**src/rtl/cdb_arbiter.sv**
```systemverilog
// Common data bus arbiter: two result producers (ALU, load) each feed a small FIFO,
// and one registered broadcast per cycle is drawn from them with alternating priority.

module cdb_arb_fifo #(
  parameter int ROB_BIT = 4,
  parameter int QDEPTH  = 2,
  parameter int CW      = 2
) (
  input  logic               clk,
  input  logic               rst,
  input  logic               flush,
  input  logic               push,
  input  logic [ROB_BIT-1:0] push_src,
  input  logic [31:0]        push_val,
  input  logic               pop,
  output logic [ROB_BIT-1:0] head_src,
  output logic [31:0]        head_val,
  output logic [CW-1:0]      count
);

  localparam int PW = $clog2(QDEPTH);

  logic [ROB_BIT-1:0] src_mem [QDEPTH];
  logic [31:0]        val_mem [QDEPTH];
  logic [PW-1:0]      wp;
  logic [PW-1:0]      rp;

  // Pointers wrap naturally because QDEPTH is a power of two.
  always_ff @(posedge clk) begin
    if (!rst || flush) begin
      wp    <= '0;
      rp    <= '0;
      count <= '0;
    end else begin
      if (push) wp <= wp + PW'(1);
      if (pop)  rp <= rp + PW'(1);
      case ({push, pop})
        2'b10:   count <= count + CW'(1);
        2'b01:   count <= count - CW'(1);
        default: ;
      endcase
    end
  end

  always_ff @(posedge clk) begin
    if (push) begin
      src_mem[wp] <= push_src;
      val_mem[wp] <= push_val;
    end
  end

  assign head_src = src_mem[rp];
  assign head_val = val_mem[rp];

endmodule

module cdb_arbiter #(
  parameter int ROB_BIT = 4,
  parameter int QDEPTH  = 2
) (
  input  logic               clk,
  input  logic               rst,
  input  logic               rdy,
  input  logic               rb,
  input  logic               alu_valid,
  input  logic [ROB_BIT-1:0] alu_src,
  input  logic [31:0]        alu_val,
  output logic               alu_ack,
  input  logic               ld_valid,
  input  logic [ROB_BIT-1:0] ld_src,
  input  logic [31:0]        ld_val,
  output logic               ld_ack,
  output logic               cdb_valid,
  output logic [ROB_BIT-1:0] cdb_src,
  output logic [31:0]        cdb_val,
  output logic               cdb_from_ld
);

  localparam int CW = $clog2(QDEPTH) + 1;
  localparam logic [CW-1:0] FULL = CW'(QDEPTH);

  logic               active;
  logic               alu_push, ld_push;
  logic               alu_ne, ld_ne;
  logic               grant_alu, grant_ld;
  logic               prio;
  logic [CW-1:0]      alu_count, ld_count;
  logic [ROB_BIT-1:0] alu_head_src, ld_head_src;
  logic [31:0]        alu_head_val, ld_head_val;

  // Handshake: a result transfers on a posedge where valid && ack; ack depends only on
  // the active condition and the registered queue count, so a full queue never takes a
  // push even when it is popped in the same cycle. Tag 0 is acked but silently dropped.
  assign active   = rst && rdy && !rb;
  assign alu_ack  = active && (alu_count < FULL);
  assign ld_ack   = active && (ld_count < FULL);
  assign alu_push = alu_valid && alu_ack && (alu_src != '0);
  assign ld_push  = ld_valid && ld_ack && (ld_src != '0);

  assign alu_ne    = (alu_count != '0);
  assign ld_ne     = (ld_count != '0);
  assign grant_alu = active && alu_ne && (!ld_ne || !prio);
  assign grant_ld  = active && ld_ne && (!alu_ne || prio);

  cdb_arb_fifo #(.ROB_BIT(ROB_BIT), .QDEPTH(QDEPTH), .CW(CW)) u_alu_q (
    .clk      (clk),
    .rst      (rst),
    .flush    (rb),
    .push     (alu_push),
    .push_src (alu_src),
    .push_val (alu_val),
    .pop      (grant_alu),
    .head_src (alu_head_src),
    .head_val (alu_head_val),
    .count    (alu_count)
  );

  cdb_arb_fifo #(.ROB_BIT(ROB_BIT), .QDEPTH(QDEPTH), .CW(CW)) u_ld_q (
    .clk      (clk),
    .rst      (rst),
    .flush    (rb),
    .push     (ld_push),
    .push_src (ld_src),
    .push_val (ld_val),
    .pop      (grant_ld),
    .head_src (ld_head_src),
    .head_val (ld_head_val),
    .count    (ld_count)
  );

  // Priority only rotates when both sides actually contended.
  always_ff @(posedge clk) begin
    if (!rst || rb) begin
      prio <= 1'b0;
    end else if (active && alu_ne && ld_ne) begin
      prio <= !prio;
    end
  end

  always_ff @(posedge clk) begin
    if (!rst) begin
      cdb_valid   <= 1'b0;
      cdb_src     <= '0;
      cdb_val     <= '0;
      cdb_from_ld <= 1'b0;
    end else if (grant_alu) begin
      cdb_valid   <= 1'b1;
      cdb_src     <= alu_head_src;
      cdb_val     <= alu_head_val;
      cdb_from_ld <= 1'b0;
    end else if (grant_ld) begin
      cdb_valid   <= 1'b1;
      cdb_src     <= ld_head_src;
      cdb_val     <= ld_head_val;
      cdb_from_ld <= 1'b1;
    end else begin
      cdb_valid <= 1'b0;
    end
  end

endmodule

```
**config.mk**
```make
export PLATFORM = sky130hd
export DESIGN_NAME = cdb_arbiter
export DESIGN_NICKNAME = d
export VERILOG_FILES = /design/src/rtl/cdb_arbiter.sv
export SDC_FILE = /design/constraint.sdc
export NUM_CORES = 1
export LEC_CHECK = 0
export CORE_MARGIN = 2
export CORE_UTILIZATION = 58
export CTS_CLUSTER_SIZE = 14
export DETAILED_ROUTE_END_ITERATION = 6
export MAX_ROUTING_LAYER = met4
export PLACE_DENSITY = 0.85
export RECOVER_POWER = 25
export SLEW_MARGIN = 20
export SYNTH_ARGS = -nofsm -noshare
export SYNTH_HDL_FRONTEND = slang
export SYNTH_SLANG_ARGS = --single-unit
```
**constraint.sdc**
```tcl
create_clock -name clk -period 6.05 [get_ports clk]
set_input_delay 1.21 -clock clk [delete_from_list [all_inputs] [get_ports clk]]
set_output_delay 1.21 -clock clk [all_outputs]
set_load 0.05 [all_outputs]
```
# [After elaboration in Yosys (flattened, before gate mapping)]
# Memory sizes are Yosys's and may differ from the RTL's. A register that Yosys moved wholly into a read port is not among the register bits.
# Index checks and enable logic that the tools add are counted.
[word_totals] regBits=47 ram_bits=144 inputBits=78 output_inout_bits=40 wordCells=79 n_memories=4
[mem_list] name="u_alu_q.val_mem" depth=2 width=32 read_ports=1 rd_ports_with_merged_regs=1 write_ports=1 line_no="24" rtl="logic [31:0] val_mem [QDEPTH];"
[mem_list] name="u_ld_q.val_mem" depth=2 width=32 read_ports=1 rd_ports_with_merged_regs=1 write_ports=1 line_no="24"
[mem_list] name="u_alu_q.src_mem" depth=2 width=4 read_ports=1 rd_ports_with_merged_regs=1 write_ports=1 line_no="23" rtl="logic [ROB_BIT-1:0] src_mem [QDEPTH];"
[mem_list] name="u_ld_q.src_mem" depth=2 width=4 read_ports=1 rd_ports_with_merged_regs=1 write_ports=1 line_no="23"
[classes] n_addsub=8 n_lt_le_gt_ge=2 n_eq_ne=4 mux=20 n_bitwise=1 reduce_logical=29
[ops] operator="$mux W32" n=2
[ops] operator="$mux W1" n=14
[ops] operator="$logic_and A1 B1 Y1" n=13
[ops] operator="$reduce_bool A2 Y1" n=5
[ops] operator="$mux W4" n=2
[ops] operator="$pmux W2 S2" n=2
[ops] operator="$reduce_bool A4 Y1" n=2
[ops] operator="$logic_not A1 Y1" n=5
[ops] operator="$add A1 B1 Y1 const B" n=4
[ops] operator="$add A2 B1 Y2 const B" n=2
[ops] operator="$eq A2 B1 Y1 const B" n=2
[ops] operator="$eq A2 B2 Y1 const B" n=2
[ops] operator="$lt A2 B2 Y1 const B" n=2
[ops] operator="$sub A2 B1 Y2 const B" n=2
[ops] operator="$logic_or A1 B1 Y1" n=3
[ops] operator="$reduce_or A2 Y1" n=1
[ops] operator="$not A1 Y1" n=1

# [Logic depth before layout (Yosys ltp)]
# Gate-level depths: netlist of run 1.
[logic_depth] ltp_word=7 mapped_depth=9

# [Modules after synthesis]
# From an unflattened synthesis of run 1, not the netlist that was laid out.
[unflattened] hier_cells=512 hier_area_um2=7821.3
[modules_own_cells] mod="cdb_arb_fifo" instances=2 cells_each=133 area_each_um2=2793.9 seq_area_each_um2=2262.2
[modules_own_cells] mod="cdb_arbiter" instances=1 cells_each=246 area_each_um2=2233.4 seq_area_each_um2=780.7

# [Worst setup path after synthesis of run 1]
# No wires, ideal clock.
[synth_path] path_type="input-to-reg" startpoint="input rb" endpoint="memory u_alu_q.src_mem[1][0], enable pin" arrival_ps=3580 slack_ps=2041 cell_stages=4 n_path_buf=1 path_cell_list="nand3b_1 -> buf_4 -> or3_1 -> nor2_1"
[synth_between] elab_chain_len=7
[synth_rtl] element="start, declared" line_no="64" rtl="input logic rb,"
[synth_rtl] element="$logic_not A1 Y1" line_no="94" rtl="assign active = rst && rdy && !rb;"
[synth_rtl] element="$logic_and A1 B1 Y1" line_no="94"
[synth_rtl] element="$logic_and A1 B1 Y1" line_no="95" rtl="assign alu_ack = active && (alu_count < FULL);"
[synth_rtl] element="$logic_and A1 B1 Y1 (2 in a row)" line_no="97" rtl="assign alu_push = alu_valid && alu_ack && (alu_src != '0);"
[synth_rtl] element="$mux W1" line_no="46" rtl="if (push) begin"
[synth_rtl] element="$mux W1 (not written as such)" line_no="47" rtl="src_mem[wp] <= push_src;"
[synth_rtl] element="end, declared" line_no="23"
# No other way between the ends.

# [Worst setup path after layout of run 1]
[layout_path] startpoint="input rst" endpoint="output ld_ack"
[layout_between] elab_chain_len=3
[layout_rtl] element="start, declared" line_no="62" rtl="input logic rst,"
[layout_rtl] element="$logic_and A1 B1 Y1 (2 in a row)" line_no="94"
[layout_rtl] element="$logic_and A1 B1 Y1" line_no="96" rtl="assign ld_ack = active && (ld_count < FULL);"
[layout_rtl] element="end, declared" line_no="72" rtl="output logic ld_ack,"
# No other way between the ends.

==> out/results.txt, run 1 <==
Outcome: completed
Pwr Density: 277 nW/um^2
Share of total power in sequential cells: 54.7%
Worst Setup End Kind: output port
Highest ir drop seen on vdd: 0.172 mV
Die Wd: 119 um
Static leakage: 2.91 nW
Remaining global-route overflow: 0
Share of flip-flops with an asynchronous set or reset: 0%
Number of enable-type register cells in the synthesized netlist: 144
Hold Buf Count CTS: 0
Maximum clock path buffer count: 2
Flip-flop and latch count after synthesis: 193
Via count of the routed design: 4,831
Cell types with the largest area share after synthesis: sky130_fd_sc_hd__edfxtp_1, sky130_fd_sc_hd__dfxtp_1, sky130_fd_sc_hd__mux2i_1
Clock buffer count from CTS: 17
Layout net count: 675
Library cell appearing most often on the critical path: sky130_fd_sc_hd__buf_4
Final setup vio count: 0
Unrepaired setup endpoints after global routing: false
Psw: 0.528 mW
Total nets after synthesis: 575
Number of placement rows: 41
Most numerous cell types in the synthesized netlist: sky130_fd_sc_hd__edfxtp_1, sky130_fd_sc_hd__mux2i_1, sky130_fd_sc_hd__dfxtp_1
Actual transition at the worst max-transition pin: 1.11 ns
Yosys cell types: 38
Internal power consumption: 2.10 mW
Ratio of cells with drive above 1 in the final layout: 10.5%
Critical-path top delay cell: sky130_fd_sc_hd__clkdlybuf4s50_1
Synthesized area: 7620 sq um
Comb pwr share: 4.2%
PnR Total Power: 2.63 mW
Core Area: 12,700 sq um
TritonCTS clock tree: yes
Clock root buffer: sky130_fd_sc_hd__clkbuf_16
Cells after Synth: 495
Final count of hold timing violations: 0
Clock Power Share: 41.1%
Setup CP Type: input port to output port
Final weighted congestion in routability-driven placement: 0.849
Detailed placement HPWL: 10.8 mm
Fin crit period: 4.14 ns
CTS H-tree depth: 4
Pin count of the biggest net entering global routing: 58
Overall die height: 119 um
Worst-case setup margin in the final layout: 1.91 ns
Routed length on met1: 6.99 mm
Per-cell routed wire length: 22.1 um
Max Clock Freq: 242 MHz
Count of routing violations after the opening detailed-route iteration: 424
Area share of the largest cell type after synthesis: 56.7%
Insertion delay of the later-clocked pin in the worst-skew pair: 0.43 ns
Number of antenna violations at the first check in global routing: 0
Number of port buffers: 117
GRT Overall Usage: 25.6%
Number of antenna cells inserted: 0
Required time worst endpoint: 4.84 ns
Clock sink total: 193
Most frequent cell after synthesis: sky130_fd_sc_hd__edfxtp_1
Filler Cell Count: 804
Number of pins exceeding their max-slew limit in the final report: 0
Residual antenna-violating net count after detailed routing: 0
Max-capacitance violation count: 0
Total met2 wirelength after detailed routing: 8.74 mm
Highest routing layer actually used: met4
Part of the cycle the worst path needs: 68.4%
Met3 Wirelength: 1.12 mm
CTS resizes: 0
Placement Setup Slack: 1.66 ns
Yosys warning total: 0
Clock transition at path regs: 0.06 ns
Global-route wire length before repair: 26.7 mm
DRC violations left: 0
Primary FF master, synth: sky130_fd_sc_hd__edfxtp_1
Startpoint Class: input port
Overall die area: 14,100 sq um
Largest driver fanout on the critical path: 46
Biggest area consumer among synthesized cells: sky130_fd_sc_hd__edfxtp_1
Vias in the first global route: 4,981
Worst slew slack as a fraction of its limit: 26.3%
Total Neg Setup Slack: 0 ns
Cells along the critical path: clkdlybuf4s50_1, buf_4, nand3b_1, buf_4, nor2_1, buf_12
Critical Path AT: 2.93 ns
Detailed-routing iteration count for the pre-antenna-repair pass: 5
Post-CTS setup buffer count: 0
Per-instance average area after synthesis: 15.4 sq um
Switching part of the total power: 20.0%
Maximum single-stage delay on the critical path: 0.45 ns
Area grow syn2layout: 24.7%
Maximum clock skew at final layout: 0.00737 ns
Wire length reported by the detailed router: 17.2 mm
# IOs: 118
Min-delay worst type: register to register
Register area share after synthesis: 69.6%
Via density: 6.20
Starting density of the core: 59.9%
-- flip-flops by register name, indices dropped and copies added, names as in the netlist, 2 cells and up, named ones only --
register         flops
u_ld_q.count         2
cdb_src              4
u_alu_q.count        2
u_alu_q.src_mem      8
u_ld_q.val_mem      64
u_alu_q.val_mem     64
cdb_val             32
u_ld_q.src_mem       8
-- logic make-up (layout without fill, tap and decap cells) --
kind of cell	count (synthesis)	count (layout)	share of synthesized area, %
AO/OA/AOI/OAI	75	75	8.86
AND/OR/NAND/NOR	97	97	7.80
buffers and inverters	51	163	3.40
flip-flops	193	193	69.6
multiplexers	72	72	9.45
XOR/XNOR	5	5	0.575
adder cells (fa/ha/maj)	2	2	0.328
-- worst max-delay path: cells and delay by family --
kind	cells	cell delay (ns)
buf+inv	4	1.31
simple gates	2	0.39
-- power by group through the flow --
stage	sequential [mW]	clock (mW)	combinational, mW
floorplan	1.47	0	0.0353
global placement	1.47	0	0.110
detailed placement	1.47	0	0.115
CTS	1.44	1.08	0.116
global route	1.44	1.14	0.116
finish	1.44	1.08	0.110
-- cells in the final DEF (no fill, tap or decap), drive strengths merged, types with 4 or more instances in the layout --
master and instances:
dfxtp 49, o2111a 20, o31a 16, o31ai 4, edfxtp 144, clkdlybuf4s50 67
nand4 40, a21oi 9, clkinv 8, mux2i 72, inv 5, clkbuf 22
or3 4, nor4 32, nor2 9, dlygate4sd3 48, or4 5, a21boi 16
buf 12
-- metal layers --
layer  vias up  global-route usage (%)
met3        31                    5.07
li1       2190                       -
met4         0                    10.6
met5         -                       -
met1      2391                    31.5
met2       219                    41.6
-- final cells by class --
| type | instances | area (sq um) | area share [%] |
|---|---|---|---|
| Clock inverter | 9 | 81.3 | 0.855 |
| Inverter | 5 | 18.8 | 0.197 |
| Clock buffer | 22 | 494 | 5.20 |
| Multi-Input combinational cell | 251 | 2080 | 21.9 |
| Sequential cell | 193 | 5310 | 55.9 |
| Timing Repair Buffer | 127 | 1310 | 13.7 |
| Tap cell | 172 | 215 | 2.26 |
-- worst paths after layout --
| path | start | endpoint | slack, ns | cells past startpoint |
|---|---|---|---|---|
| min reg2reg | u_ld_q.rp | register | 0.51 | 2 |
| min | u_ld_q.rp | register | 0.51 | 2 |
| max | rst | ld_ack | 1.91 | 6 |
| max reg2reg | u_alu_q.count[1] | u_alu_q.count[1] | 3.67 | 6 |
-- stage by stage --
stage	utilization, %	hold WS, ns	std cells	cell area [sq um]
after floorplan	-	0.458	495	7620
after global placement	69.7	0.463	746	8870
after detailed placement	69.7	0.478	746	8870
after CTS	74.3	0.492	777	9450
after global routing	74.7	0.518	779	9510
final	74.7	0.507	779	9510
Note: power is estimated with default switching activity, not from simulation.
==> run 2, diff against run 1 <==
--- a/config.mk
+++ b/config.mk
@@ -6,11 +6,11 @@
 export NUM_CORES = 1
 export LEC_CHECK = 0
 export CORE_MARGIN = 2
-export CORE_UTILIZATION = 58
+export CORE_UTILIZATION = 48
 export CTS_CLUSTER_SIZE = 14
 export DETAILED_ROUTE_END_ITERATION = 6
 export MAX_ROUTING_LAYER = met4
-export PLACE_DENSITY = 0.85
+export PLACE_DENSITY = 0.75
 export RECOVER_POWER = 25
 export SLEW_MARGIN = 20
 export SYNTH_ARGS = -nofsm -noshare
==> constraint.sdc (replaced) <==
create_clock -name clk -period 3.7 [get_ports clk]
set_input_delay 0.74 -clock clk [delete_from_list [all_inputs] [get_ports clk]]
set_output_delay 0.74 -clock clk [all_outputs]
set_load 0.05 [all_outputs]
==> run 2 against run 1 <==
  * Setup slack lost 0.99 ns
  * Sequential power grew 63%
  * Combinational power grew 63%
  * Clock-buffer cell count shrank 1
  * Sequential share of layout area shrank 0.44 points
  * Critical path type unchanged
  * Largest cell class unchanged
==> out/results.txt, run 2 (synthesized netlist as in run 1, its figures left out) <==
GRT Overall Usage: 21.2% (-4.4 points)
Largest driver fanout on the critical path: 10 (-78%)
Final count of hold timing violations: 0 (unchanged)
Maximum clock skew at final layout: 0.00909 ns (+0.00172 ns)
Wire length reported by the detailed router: 16.8 mm (-2.4%)
Placement Setup Slack: 0.612 ns (-1.05 ns)
Register cell area after layout: 5310 sq um (unchanged)
Placed cell area: 8980 sq um (+1.2%)
Most common cell after layout, fill and taps aside: sky130_fd_sc_hd__edfxtp_1
CTS resizes: 0 (unchanged)
Global-route wire length before repair: 25.6 mm (-3.9%)
Fin crit period: 2.77 ns
Maximum clock path buffer count: 2 (unchanged)
Number of pins exceeding their max-slew limit in the final report: 0 (unchanged)
Per-cell routed wire length: 20.3 um (-8.3%)
Maximum single-stage delay on the critical path: 0.51 ns (+0.06 ns)
Number of antenna cells inserted: 0 (unchanged)
Total Neg Setup Slack: 0 ns (unchanged)
Via density: 5.80 (-6.4%)
Core Area: 15,700 sq um (+24%)
Clock root buffer: sky130_fd_sc_hd__clkbuf_16
# IOs: 118 (unchanged)
Residual antenna-violating net count after detailed routing: 0 (unchanged)
Number of port buffers: 117 (unchanged)
Critical-path top delay cell: sky130_fd_sc_hd__clkdlybuf4s50_1
Final setup vio count: 0 (unchanged)
Dpl cells: 797 (+6.8%)
Combined area of the multi-input logic cells: 2080 sq um (unchanged)
Min-delay worst type: register to register
Critical Path AT: 2.03 ns (-0.90 ns)
Final Hold Slack: 0.494 ns (-0.0138 ns)
Final weighted congestion in routability-driven placement: 0.822 (-3.2%)
Clock Power Share: 41.9% (+0.8 points)
Via count of the routed design: 4,811 (-0.41%)
Worst slew slack as a fraction of its limit: 41.3% (+15 points)
Final design area excluding fillers: 9580 sq um (+0.79%)
Clock transition at path regs: 0.06 ns (about the same)
Internal power consumption: 3.53 mW (+68%)
Clock buffer count from CTS: 17 (unchanged)
Insertion delay of the later-clocked pin in the worst-skew pair: 0.42 ns (about the same)
Layout net count: 680 (+0.74%)
Psw: 0.831 mW (+58%)
Worst Setup End Kind: output port
Remaining global-route overflow: 0 (unchanged)
Ratio of cells with drive above 1 in the final layout: 10.8% (+0.22 points)
Overall die area: 16,900 sq um (+20%)
Comb pwr share: 4.1% (about the same)
Vias in the first global route: 4,789 (-3.9%)
Outcome: completed
Hold Buf Count CTS: 0 (unchanged)
Unrepaired setup endpoints after global routing: false
Detailed-routing iteration count for the pre-antenna-repair pass: 5 (unchanged)
Max Clock Freq: 361 MHz
Overall die height: 130 um (+9.6%)
Detailed placement HPWL: 11.2 mm (+3.0%)
Post-CTS setup buffer count: 0 (unchanged)
Actual transition at the worst max-transition pin: 0.881 ns (-0.225 ns)
Switching part of the total power: 19.1% (-0.97 points)
Top library cells by usage in the layout, fill and taps aside: sky130_fd_sc_hd__edfxtp_1, sky130_fd_sc_hd__mux2i_1, sky130_fd_sc_hd__clkdlybuf4s50_1, sky130_fd_sc_hd__dfxtp_1, sky130_fd_sc_hd__dlygate4sd3_1
Cells along the critical path: clkdlybuf4s50_1, nand3b_1, nor2_1, buf_12
Starting density of the core: 48.5% (-11 points)
Part of the cycle the worst path needs: 74.9%
Clock sink total: 193 (unchanged)
Filler Cell Count: 1,181 (+47%)
Share of the core filled with cells in the final layout: 61.0% (-14 points)
TritonCTS clock tree: yes
Static leakage: 2.92 nW (+0.31%)
Setup CP Type: input port to output port
Share of total power in sequential cells: 54.0% (-0.7 points)
Number of placement rows: 46 (+12%)
Count of routing violations after the opening detailed-route iteration: 427 (+0.71%)
Finished Layout Cells: 829 (+6.4%)
PnR Total Power: 4.36 mW (+66%)
Pin count of the biggest net entering global routing: 57 (-1.7%)
Max-capacitance violation count: 0 (unchanged)
Startpoint Class: input port
Highest ir drop seen on vdd: 0.316 mV (+83%)
Pwr Density: 455 nW/um^2 (+64%)
Die Wd: 130 um (+9.6%)
CTS H-tree depth: 4 (unchanged)
DRC violations left: 0 (unchanged)
Number of antenna violations at the first check in global routing: 0 (unchanged)
Leading registers by flop count: u_alu_q.val_mem (64), u_ld_q.val_mem (64), cdb_val (32)
Required time worst endpoint: 2.96 ns (-1.88 ns)
Worst-case setup margin in the final layout: 0.928 ns (-0.986 ns)
Area grow syn2layout: 25.7%
run 2: changes by cell type in the layout (fill, tap and decap cells not counted):
| cell | previous run | this run |
|---|---|---|
| sky130_fd_sc_hd__buf_4 | 8 | 15 |
| sky130_fd_sc_hd__dlygate4sd3_1 | 48 | 47 |
| sky130_fd_sc_hd__clkinv_1 | 0 | 1 |
| sky130_fd_sc_hd__bufinv_16 | 1 | 3 |
| sky130_fd_sc_hd__clkinv_4 | 3 | 0 |
| sky130_fd_sc_hd__clkinvlp_4 | 0 | 3 |
| sky130_fd_sc_hd__clkbuf_1 | 0 | 3 |
| sky130_fd_sc_hd__clkbuf_8 | 5 | 0 |
| sky130_fd_sc_hd__clkbuf_16 | 17 | 18 |
| sky130_fd_sc_hd__buf_16 | 2 | 0 |
| sky130_fd_sc_hd__clkinv_2 | 5 | 4 |
| sky130_fd_sc_hd__clkdlybuf4s50_1 | 67 | 68 |
run 2: layout make-up:
type	instances	area share [%]
inverters	5	0.196
flip-flops and latches	193	55.4
repair buffers	132	13.6
clock inverters	11	1.42
clock buffers	21	4.82
multi-input cells	251	21.7
well taps	216	2.82
run 2: final timing paths:
check	start	endpoint	slack, ns	cells past startpoint
worst max-delay path	rdy	ld_ack	0.93	4
worst min-delay path	u_alu_q.wp	u_alu_q.wp	0.49	2
worst max register to register	u_alu_q.count[1]	u_ld_q.count[1]	1.51	5
worst min register to register	u_alu_q.wp	u_alu_q.wp	0.49	2
run 2: critical path: cells and delay by family:
family	cells	cell delay [ns]
simple gates	2	0.61
buf+inv	2	0.68
run 2: power groups by stage:
stage | clock network [mW] | logic (mW) | registers, mW
after global routing | 1.94 | 0.191 | 2.35
final | 1.83 | 0.179 | 2.35
after detailed placement | 0 | 0.188 | 2.40
after floorplan | 0 | 0.0576 | 2.41
after CTS | 1.86 | 0.189 | 2.36
after global placement | 0 | 0.183 | 2.40
run 2: per-layer routing:
layer	global-route usage (%)	part of all wire (%)
met1	26.3	41
met2	33.7	50
met3	4.51	6.3
met4	9.49	2.4
met5	-	0
==> run 3, diff against run 2 <==
==> constraint.sdc (replaced) <==
create_clock -name clk -period 2.5 [get_ports clk]
set_input_delay 0.5 -clock clk [delete_from_list [all_inputs] [get_ports clk]]
set_output_delay 0.5 -clock clk [all_outputs]
set_load 0.05 [all_outputs]
==> run 3 against run 2 <==
  * Combinational power is 61% higher
  * Cell count grew 2.5%
  * Die area is the same
  * Largest cell class unchanged
  * Critical path type is now register to output port
  * Highest routed layer unchanged
  * Total power is 50% higher
  * Cell area increased by 3.0%
  * Routed wire length increased by 2.9%
==> out/results.txt, run 3 (synthesized netlist as in run 1, its figures left out) <==
Outcome: completed
Global-route wire length before repair: 26.6 mm (+3.7%)
Via count of the routed design: 4,886 (+1.6%)
Beginning of the worst hold path: u_alu_q.rp
Worst reg2reg path startpoint: u_alu_q.count[1]
Remaining global-route overflow: 0 (unchanged)
Maximum single-stage delay on the critical path: 0.84 ns (+0.33 ns)
Residual antenna-violating net count after detailed routing: 0 (unchanged)
Number of port buffers: 117 (unchanged)
Layout net count: 701 (+3.1%)
Core Area: 15,700 sq um (unchanged)
Sum of buffers and inverters on the critical path: 1 (-1)
Detailed placement HPWL: 11.5 mm (+3.3%)
Largest driver fanout on the critical path: 2 (-8)
PnR Total Power: 6.55 mW (+50%)
Ratio of cells with drive above 1 in the final layout: 14.0% (+3.3 points)
Hold Buf Count CTS: 0 (unchanged)
Leading registers by flop count: u_alu_q.val_mem (64), u_ld_q.val_mem (64), cdb_val (32)
Number of antenna violations at the first check in global routing: 0 (unchanged)
Destination of the worst register-to-register timing path: u_alu_q.count[1]
Instance count along the most critical hold path: 2 (unchanged)
Top library cells by usage in the layout, fill and taps aside: sky130_fd_sc_hd__edfxtp_1, sky130_fd_sc_hd__mux2i_1, sky130_fd_sc_hd__clkdlybuf4s50_1, sky130_fd_sc_hd__dlygate4sd3_1, sky130_fd_sc_hd__dfxtp_1
Final weighted congestion in routability-driven placement: 0.779 (-5.2%)
CTS resizes: 0 (unchanged)
DRC violations left: 0 (unchanged)
Most common cell after layout, fill and taps aside: sky130_fd_sc_hd__edfxtp_1
Fin crit period: 2.19 ns
Clock transition at path regs: 0.06 ns (about the same)
TritonCTS clock tree: yes
Cells along the critical path: clkdlybuf4s50_1
Area grow syn2layout: 29.4%
Unrepaired setup endpoints after global routing: false
Pwr Density: 664 nW/um^2 (+46%)
Max Clock Freq: 458 MHz
Vias in the first global route: 5,055 (+5.6%)
Maximum clock path buffer count: 2 (unchanged)
Number of placement rows: 46 (unchanged)
Actual transition at the worst max-transition pin: 0.845 ns (-0.0361 ns)
Count of routing violations after the opening detailed-route iteration: 407 (-4.7%)
Static leakage: 3.06 nW (+4.6%)
Filler Cell Count: 1,131 (-4.2%)
Via density: 5.75 (-0.95%)
Maximum clock skew at final layout: 0.0129 ns (+0.00378 ns)
Setup CP Type: register to output port
Worst Setup End Kind: output port
Die Wd: 130 um (unchanged)
Clock buffer count from CTS: 17 (unchanged)
Top cell family by delay on the critical path: buffers and inverters
Max-capacitance violation count: 0 (unchanged)
Starting density of the core: 48.5% (unchanged)
Share of the core filled with cells in the final layout: 62.8% (+1.8 points)
Startpoint Class: register
Min-delay worst type: register to register
Number of pins exceeding their max-slew limit in the final report: 0 (unchanged)
GRT Overall Usage: 21.7% (+0.53 points)
Final count of hold timing violations: 0 (unchanged)
# IOs: 118 (unchanged)
Final setup vio count: 0 (unchanged)
CTS H-tree depth: 4 (unchanged)
Highest ir drop seen on vdd: 0.403 mV (+28%)
R2r setup slk: 0.33 ns (-1.18 ns)
Pin count of the biggest net entering global routing: 41 (-28%)
Clock root buffer: sky130_fd_sc_hd__clkbuf_16
Worst slew slack as a fraction of its limit: 43.7% (+2.4 points)
Detailed-routing iteration count for the pre-antenna-repair pass: 5 (unchanged)
Overall die area: 16,900 sq um (unchanged)
Required time worst endpoint: 2.00 ns (-0.96 ns)
Critical-path top delay cell: sky130_fd_sc_hd__clkdlybuf4s50_1
Insertion delay of the later-clocked pin in the worst-skew pair: 0.43 ns (about the same)
Clock sink total: 193 (unchanged)
Per-cell routed wire length: 20.4 um (+0.34%)
Part of the cycle the worst path needs: 87.4%
Post-CTS setup buffer count: 0 (unchanged)
Overall die height: 130 um (unchanged)
Wire length reported by the detailed router: 17.3 mm (+2.9%)
R2r worst-path depth: 6 (+1)
Number of antenna cells inserted: 0 (unchanged)
Critical Path AT: 1.69 ns (-0.34 ns)
## run 3: changes by cell type in the layout (fill, tap and decap cells not counted), sizes merged
cell | previous run | this run
clkinv | 5 | 4
clkdlybuf4s50 | 68 | 67
dlygate4sd3 | 47 | 48
clkbuf | 21 | 22
buf | 17 | 38
## run 3: how the worst max path moves through the flow
stage / from / end / cells past startpoint
floorplan: rb / u_alu_q.src_mem[0][0] / 3
global placement: rb / u_alu_q.count[1] / 6
detailed placement: rb / u_alu_q.count[1] / 7
CTS: rb / alu_ack / 5
global route: u_alu_q.count[1] / u_alu_q.count[1] / 6
finish: cdb_from_ld / cdb_from_ld / 1
## run 3: power by group
group / internal [mW] / leakage, nW / switching (mW) / total [mW]
Clock: 1.67 / 0.296 / 1.11 / 2.78
Combinational: 0.144 / 1.07 / 0.144 / 0.288
Sequential: 3.47 / 1.70 / 0.0120 / 3.49
Total: 5.29 / 3.06 / 1.27 / 6.55
## run 3: layout make-up
class	count	area, sq um	area share (%)
Multi-Input combinational cell	251	2080	21.1
Clock buffer	22	484	4.91
Clock inverter	10	131	1.33
Tap cell	216	270	2.74
Sequential cell	193	5310	53.8
Timing Repair Buffer	153	1570	16.0
Inverter	5	18.8	0.190
## run 3: per-stage QoR
stage / setup TNS, ns / cell area (sq um) / hold WS, ns / setup slack (ns) / cells
global route: 0 / 9870 / 0.528 / 0.240 / 850
global placement: -2.11 / 9240 / 0.463 / -0.0977 / 817
finish: 0 / 9870 / 0.494 / 0.315 / 850
detailed placement: -7.64 / 9240 / 0.487 / -0.136 / 817
floorplan: 0 / 7640 / 0.458 / 0.0968 / 495
CTS: 0 / 9860 / 0.496 / 0.103 / 849
## run 3: layer usage
| layer | track usage [%] | part of all wire [%] | up-vias |
|---|---|---|---|
| met5 | - | 0 | - |
| met4 | 7.46 | 1.8 | 0 |
| met3 | 3.57 | 4.8 | 29 |
| met2 | 35.4 | 51 | 173 |
| met1 | 27.8 | 42 | 2441 |
| li1 | - | - | 2243 |
## run 3: worst reg2reg max path, stage by stage (launching register included)
cell	delay [ns]
sky130_fd_sc_hd__dfxtp_1	0.58
sky130_fd_sc_hd__or2_2	0.49
sky130_fd_sc_hd__nand3_1	0.20
sky130_fd_sc_hd__inv_1	0.09
sky130_fd_sc_hd__ha_1	0.24
sky130_fd_sc_hd__or3_1	0.34
sky130_fd_sc_hd__a21oi_1	0.14
